--- src/rtl/wt_mem_req_arbiter.sv ---
// Round-robin arbiter funnelling NumPorts cache requesters onto one memory adapter
// channel, with per-port outstanding limits and port-tagged return routing.
module wt_mem_req_arbiter #(
  parameter int NumPorts       = 2,
  parameter int PayloadWidth   = 128,
  parameter int TidWidth       = 2,
  parameter int RtrnWidth      = 256,
  parameter int MaxOutstanding = 4,
  localparam int PortW         = (NumPorts > 1) ? $clog2(NumPorts) : 1
) (
  input  logic                             clk_i,
  input  logic                             rst_ni,
  input  logic [NumPorts-1:0]              req_i,
  input  logic [NumPorts*PayloadWidth-1:0] req_data_i,
  input  logic [NumPorts*TidWidth-1:0]     req_tid_i,
  output logic [NumPorts-1:0]              ack_o,
  output logic                             mem_req_o,
  input  logic                             mem_ack_i,
  output logic [PayloadWidth-1:0]          mem_data_o,
  output logic [PortW+TidWidth-1:0]        mem_tid_o,
  input  logic                             mem_rtrn_vld_i,
  input  logic [PortW+TidWidth-1:0]        mem_rtrn_tid_i,
  input  logic                             mem_rtrn_inv_i,
  input  logic [RtrnWidth-1:0]             mem_rtrn_data_i,
  output logic [NumPorts-1:0]              rtrn_vld_o,
  output logic [TidWidth-1:0]              rtrn_tid_o,
  output logic [RtrnWidth-1:0]             rtrn_data_o,
  output logic [NumPorts-1:0]              busy_o,
  output logic                             err_o
);

  localparam int CntW = 4;
  localparam logic [CntW-1:0] CntMax = CntW'(MaxOutstanding);

  typedef enum logic {S_IDLE, S_HOLD} state_e;

  state_e                    r_state;
  logic [PortW-1:0]          r_grant;
  logic [PortW-1:0]          r_rr;
  logic                      r_mem_req;
  logic [PayloadWidth-1:0]   r_mem_data;
  logic [PortW+TidWidth-1:0] r_mem_tid;
  logic [CntW-1:0]           r_cnt [NumPorts];
  logic [NumPorts-1:0]       r_rtrn_vld;
  logic [TidWidth-1:0]       r_rtrn_tid;
  logic [RtrnWidth-1:0]      r_rtrn_data;
  logic [NumPorts-1:0]       r_busy;
  logic                      r_err;

  logic [NumPorts-1:0]       w_elig;
  logic                      w_found;
  logic [PortW-1:0]          w_gnt;
  logic                      w_ack_hit;
  logic [PortW-1:0]          w_rtrn_port;
  logic                      w_port_ok;
  logic                      w_rtrn_hit;
  logic [NumPorts-1:0]       w_rtrn_onehot;
  logic [CntW-1:0]           w_cnt_nxt [NumPorts];
  logic [NumPorts-1:0]       w_busy_nxt;
  logic                      w_zero_err;
  logic                      w_drop_err;
  logic                      w_err_set;

  always_comb begin
    for (int p = 0; p < NumPorts; p++) begin
      w_elig[p] = req_i[p] && (r_cnt[p] < CntMax);
    end
  end

  // Round-robin search starting at the pointer, wrapping modulo NumPorts.
  always_comb begin
    w_found = 1'b0;
    w_gnt   = '0;
    for (int i = 0; i < NumPorts; i++) begin
      if (!w_found && w_elig[(int'(r_rr) + i) % NumPorts]) begin
        w_found = 1'b1;
        w_gnt   = PortW'((int'(r_rr) + i) % NumPorts);
      end
    end
  end

  assign w_ack_hit = (r_state == S_HOLD) && mem_ack_i;

  always_comb begin
    ack_o = '0;
    if (w_ack_hit) begin
      ack_o[r_grant] = 1'b1;
    end
  end

  assign w_rtrn_port = mem_rtrn_tid_i[PortW+TidWidth-1 -: PortW];
  assign w_port_ok   = int'(w_rtrn_port) < NumPorts;
  assign w_rtrn_hit  = mem_rtrn_vld_i && !mem_rtrn_inv_i && w_port_ok;
  assign w_drop_err  = mem_rtrn_vld_i && !mem_rtrn_inv_i && !w_port_ok;

  // A return to an idle port is forwarded but never drives the counter below zero.
  always_comb begin
    w_zero_err = 1'b0;
    for (int p = 0; p < NumPorts; p++) begin
      logic inc;
      logic dec;
      inc = w_ack_hit && (r_grant == PortW'(p));
      dec = w_rtrn_hit && (w_rtrn_port == PortW'(p)) && (r_cnt[p] != '0);
      w_rtrn_onehot[p] = w_rtrn_hit && (w_rtrn_port == PortW'(p));
      w_zero_err = w_zero_err || (w_rtrn_hit && (w_rtrn_port == PortW'(p)) && (r_cnt[p] == '0));
      w_cnt_nxt[p]  = r_cnt[p] + CntW'(inc) - CntW'(dec);
      w_busy_nxt[p] = (w_cnt_nxt[p] != '0);
    end
  end

  assign w_err_set = ((r_state == S_HOLD) && !req_i[r_grant]) || w_zero_err || w_drop_err;

  always_ff @(posedge clk_i or negedge rst_ni) begin
    if (!rst_ni) begin
      r_state     <= S_IDLE;
      r_grant     <= '0;
      r_rr        <= '0;
      r_mem_req   <= 1'b0;
      r_mem_data  <= '0;
      r_mem_tid   <= '0;
      r_rtrn_vld  <= '0;
      r_rtrn_tid  <= '0;
      r_rtrn_data <= '0;
      r_busy      <= '0;
      r_err       <= 1'b0;
      for (int p = 0; p < NumPorts; p++) begin
        r_cnt[p] <= '0;
      end
    end else begin
      case (r_state)
        S_IDLE: begin
          if (w_found) begin
            r_state    <= S_HOLD;
            r_grant    <= w_gnt;
            r_mem_req  <= 1'b1;
            r_mem_data <= req_data_i[int'(w_gnt)*PayloadWidth +: PayloadWidth];
            r_mem_tid  <= {w_gnt, req_tid_i[int'(w_gnt)*TidWidth +: TidWidth]};
          end
        end
        S_HOLD: begin
          if (mem_ack_i) begin
            r_state   <= S_IDLE;
            r_mem_req <= 1'b0;
            r_rr      <= (r_grant == PortW'(NumPorts - 1)) ? '0 : r_grant + PortW'(1);
          end
        end
        default: r_state <= S_IDLE;
      endcase

      for (int p = 0; p < NumPorts; p++) begin
        r_cnt[p] <= w_cnt_nxt[p];
      end
      r_busy <= w_busy_nxt;

      // Invalidations fan out to every port; ordinary returns go to the tagged port only.
      if (mem_rtrn_vld_i) begin
        r_rtrn_vld  <= mem_rtrn_inv_i ? '1 : w_rtrn_onehot;
        r_rtrn_tid  <= mem_rtrn_tid_i[TidWidth-1:0];
        r_rtrn_data <= mem_rtrn_data_i;
      end else begin
        r_rtrn_vld  <= '0;
      end

      if (w_err_set) begin
        r_err <= 1'b1;
      end
    end
  end

  assign mem_req_o   = r_mem_req;
  assign mem_data_o  = r_mem_data;
  assign mem_tid_o   = r_mem_tid;
  assign rtrn_vld_o  = r_rtrn_vld;
  assign rtrn_tid_o  = r_rtrn_tid;
  assign rtrn_data_o = r_rtrn_data;
  assign busy_o      = r_busy;
  assign err_o       = r_err;

endmodule

--- config.mk ---
export PLATFORM = sky130hd
export DESIGN_NAME = wt_mem_req_arbiter
export DESIGN_NICKNAME = d
export VERILOG_FILES = /design/src/rtl/wt_mem_req_arbiter.sv
export SDC_FILE = /design/constraint.sdc
export NUM_CORES = 1
export LEC_CHECK = 0
export CAP_MARGIN = 40
export CORE_AREA = 2 2 356 358
export CTS_CLUSTER_SIZE = 14
export DETAILED_ROUTE_END_ITERATION = 6
export DIE_AREA = 0 0 358 360
export PLACE_DENSITY_LB_ADDON = 0.3
export SLEW_MARGIN = 15
export SYNTH_ARGS = -nofsm -noshare
export SYNTH_HDL_FRONTEND = slang
export SYNTH_SLANG_ARGS = --single-unit
--- constraint.sdc ---
create_clock -name clk_i -period 3.41 [get_ports clk_i]
set_input_delay 0.682 -clock clk_i [delete_from_list [all_inputs] [get_ports clk_i]]
set_output_delay 0.682 -clock clk_i [all_outputs]
set_load 0.02 [all_outputs]
[After elaboration in Yosys (flattened, before gate mapping)]
Cells that the tools add are included.
Storage, ports and cells
  bits in registers: 406
  logic and storage cells: 85
  input bits: 526
Operators by class
  bitwise gates (word level): 4
  equal/unequal tests: 2
  $add $sub $neg: 6
  multiplexer cells: 23
  $lt $le $gt $ge: 6
  shifts and indexed selects: 2
  reductions and logical operators: 29
Operators with widths (number)
  $shiftx A256 B9 Y128: 1
  $mux W1: 17
  $reduce_bool A4 Y1: 4
  $logic_and A1 B1 Y1: 15
  $add A4 B1 Y4: 2
  $logic_not A4 Y1: 2
  $lt A4 B3 Y1 const B: 2
  $sub A4 B1 Y4: 2
  $mux W2: 3
  $reduce_and A2 Y1: 3
  $lt A1 B2 Y1 const B: 2
  $ne A2 B2 Y1 const B: 2
  $pmux W1 S2: 2
  $shiftx A4 B3 Y2: 1
  $logic_not A1 Y1: 3
  $lt A2 B3 Y1 const B: 1
  $not A1 Y1: 3
  $add A1 B1 Y1 const B: 2
  $logic_or A1 B1 Y1: 2
  $and A1 B1 Y1 const A: 1
  $demux W1 S1: 1
  $ge A1 B1 Y1 const B: 1

[Depth between registers and ports, before layout]
  depth after elaboration: 10
  depth in mapped cells: 12
  mapped depth without buffers: 12

[Least setup slack after synthesis]
OpenSTA, ideal clock, no wires.
  path kind: in2reg
  from: input port mem_rtrn_vld_i
  to: register r_busy[1] (netlist: busy_o[1])
  arrival time: 2795 ps
  buffers on the path: 3
  stages: 12
  required time: 3276 ps
  setup slack: 480 ps
  library setup time: 134 ps
  cells stage by stage: buf_2 > buf_2 > buf_2 > nor4bb_1 > ha_1 > inv_1 > ha_1 > inv_1 > fa_1 > inv_1 > nor4b_1 > mux2i_1
RTL lines
  start, declared: line 21  | input logic mem_rtrn_vld_i,
  end signal, assigned: line 153  | r_busy <= w_busy_nxt;
  end, declared: line 47  | logic [NumPorts-1:0] r_busy;

==> run summary <==
- 126000 µm — global-route wire length before repair
- register — element type at the critical path end
- 37 — number of library cell types mapped by synthesis
- 12 — Register-to-Register Path Depth
- 15.2k — number of vias in the routed layout
- 5 — Pre-antenna DRT Iters
- 30200 µm² — final design area excluding fillers
- 706 nW/µm² — Pwr Density
- 2 — number of levels in the clock H-tree
- 0.137 — initial cell density of the core
- busy_o[1] — CP endpoint
- 3847 — Post-Layout Cell Count
- 0 — detailed-route DRC error count
- 129000 µm² — die footprint
- inv_1 -> ha_1 -> nor3b_1 -> nor4bb_1 -> ha_1 -> inv_1 -> ha_1 -> inv_1 -> fa_1 -> inv_1 -> nor4b_1 -> mux2i_1 — Critical Path, Cell by Cell
- 0 — number of cells upsized or downsized after cts
- 514 ps — smallest setup slack after layout
- 132 — pin count of the biggest net entering global routing
- 15.5 ps — Post-Route Skew
- 3 — clock buffer depth
- 15.8k — number of global-route vias before repair
- 0 — Synth warnings
- 76.1% — signed area change from the synthesized netlist to the final layout
- 0.800 — final weighted congestion in routability-driven placement
- 358 µm — Die Width
- 0.242 — final design utilization
- 480 ps — Critical Path Max Stage Delay
- 0.590 — proportion of synthesized chip area in sequential cells
- 211 ps — Placement Setup Slack
- 0 — number of endpoints with negative hold slack in the final report
- 0 — number of hold buffers added after CTS
- sky130_fd_sc_hd__clkbuf_16 — master cell of the clock root buffer
- 345 MHz — fmax
- 0 ps — Sum Neg Setup Slack
- 3380 ps — signal arrival time at the worst endpoint
- r_cnt[2] — RR Startpoint
- 405 — total clock sinks
- 1252 — count of mapped cells out of synthesis
- 923 — Top Ports
- 23.8 µm — post-DR wirelength/cell
- register to register — critical path type
- 60 ps — clock-pin slew on the worst setup and hold paths
- 938 — number of violations reported at the end of detailed-routing iteration 0
- 13.2k — number of fill cells
- 106 ps — Min Hold Slack
- sky130_fd_sc_hd__clkdlybuf4s50_1 — most frequent standard cell in the layout excluding fill and tap cells
- 0.185 — share of post-route cells with drive strength above 1
- 12 — logic depth of the worst path, buffers included
- 52 — number of clock buffers inserted by TritonCTS
- complete, no violations — result of the run
- 2900 ps — Min Clock Period, post-route
- 4 — total buffers and inverters traversed by the critical path
- 620 ps — source-to-sink clock delay at the later pin of the worst-skew pair
- 0 — number of post-CTS setup repair buffers
- 11.5 nW — leakage
- sky130_fd_sc_hd__fa_1 — Worst path slowest cell
- 0 — remaining antenna violation count after routing
- 3750 — number of cells after detailed placement
- built — CTS tree
- false — setup repair after global routing missed its margin
- 988 ps — worst slew pin tran
- 17200 µm² — synthesized area
- 0 — Overflow after GRT
- 28500 µm² — post-place instance area
- 125000 µm² — Core Box Area
- adder cells — category of cells accounting for the largest share of critical-path delay
- 130 — FP Rows
- sky130_fd_sc_hd__dfrtp_1 — most common flop cell mapped by yosys
- sky130_fd_sc_hd__clkdlybuf4s50_1 (920), sky130_fd_sc_hd__dfrtp_1 (404), sky130_fd_sc_hd__mux2_2 (258) — commonest cells after routing, fill and taps aside
- r_cnt[2] — first element of the critical path
- 0.849 — Final Cycle Share
- 1.00 — share of flip-flops with an asynchronous set or reset
- 41 — number of antenna violations at the first check in global routing
- register — nature of the critical path startpoint
- 2693 — Total Nets Final
- 0 — total setup violations reported at the end of the flow
- 0 — final number of max-transition violations
- 0 — number of synthesized flops with an enable pin
- 13.7 µm² — syn avg cell area
- 0.000390 V — Max IR drop VDD
- 91600 µm — routed wire length
- 3890 ps — required arrival time at the worst endpoint
- 510 ps — Register-to-Register Setup Slack
- 0 — Max-cap violations
- sky130_fd_sc_hd__inv_1 — cell mode on critical path
- 0.341 — relative slew slack
- 922 — number of port buffers
- 360 µm — Die Y
- 0.136 — overall routing resource usage
- 4 — CP max FO
- input port to async pin — Tightest Hold Check Type
- 1790 — Synth Net Count
- 71100 µm — detailed placer's ending HPWL
- busy_o[1] — capture instance of the worst register-to-register path
- 3.95 — vias per cell
- 405 — FF+latch count, synth
- 21.3 mW — Pwr Total
## registers in the layout, indices dropped and copies added (netlist names)
signal	count
busy_o	2
mem_req_o	1
mem_data_o	128
r_cnt	8
r_rr	1
rtrn_data_o	256
mem_tid_o	3
r_state	1
rtrn_tid_o	2
rtrn_vld_o	2
err_o	1
## logic make-up after synthesis
group / Yosys count / share of synthesized area
flip-flops: 405 / 0.590
AO/OA/AOI/OAI: 402 / 0.176
multiplexers: 262 / 0.172
buffers and inverters: 148 / 0.0429
AND/OR/NAND/NOR: 19 / 0.00750
adder cells (fa/ha/maj): 12 / 0.00962
XOR/XNOR: 4 / 0.00204
## where the power goes
part	total (mW)	internal, mW	switching [mW]
sequential	6.72	6.00	0.720
clock	5.64	3.33	2.31
combinational	8.98	4.32	4.67
total	21.3	13.6	7.69
## layout make-up
cell class                 instances  area, µm²  share of cell area
tap                             1650       2060              0.0683
clock buffer                      77       1580              0.0521
multi-input combinational        699       6310               0.209
antenna                            6       15.0            0.000496
timing repair buffer             979       9910               0.328
clock inverter                    13        156             0.00517
sequential                       405      10100               0.335
inverter                          18       67.6             0.00223
## worst min-delay path by stage
stage	depth (start not counted)	end	slack [ps]	startpoint
after floorplan	0	busy_o[0]	390	rst_ni
after global placement	1	mem_req_o	460	mem_req_o
after detailed placement	1	mem_req_o	470	mem_req_o
after CTS	1	rtrn_data_o[178]	90	rst_ni
after global routing	1	rtrn_data_o[178]	110	rst_ni
final	1	rtrn_data_o[178]	110	rst_ni
## Yosys cell counts, types with 4 or more instances
library cell,count,area [µm²]
sky130_fd_sc_hd__ha_1,10,125
sky130_fd_sc_hd__buf_2,73,365
sky130_fd_sc_hd__a311oi_1,130,1140
sky130_fd_sc_hd__clkbuf_1,38,143
sky130_fd_sc_hd__buf_6,11,124
sky130_fd_sc_hd__o21ai_0,121,606
sky130_fd_sc_hd__mux2i_1,4,40.0
sky130_fd_sc_hd__a2bb2oi_1,130,1140
sky130_fd_sc_hd__dfrtp_1,405,10100
sky130_fd_sc_hd__mux2_2,258,2910
sky130_fd_sc_hd__o21ai_1,9,45.0
sky130_fd_sc_hd__inv_1,18,67.6
sky130_fd_sc_hd__buf_1,6,22.5
## per-layer routing
layer  global-route usage  vias up  part of all wire
met5                    0        -            0.0038
met2                0.228      724              0.48
li1                     -     6646                 -
met1                0.153     7635              0.38
met3               0.0650      146              0.11
met4               0.0382       54             0.027
Note: power is estimated with default switching activity, not from simulation.
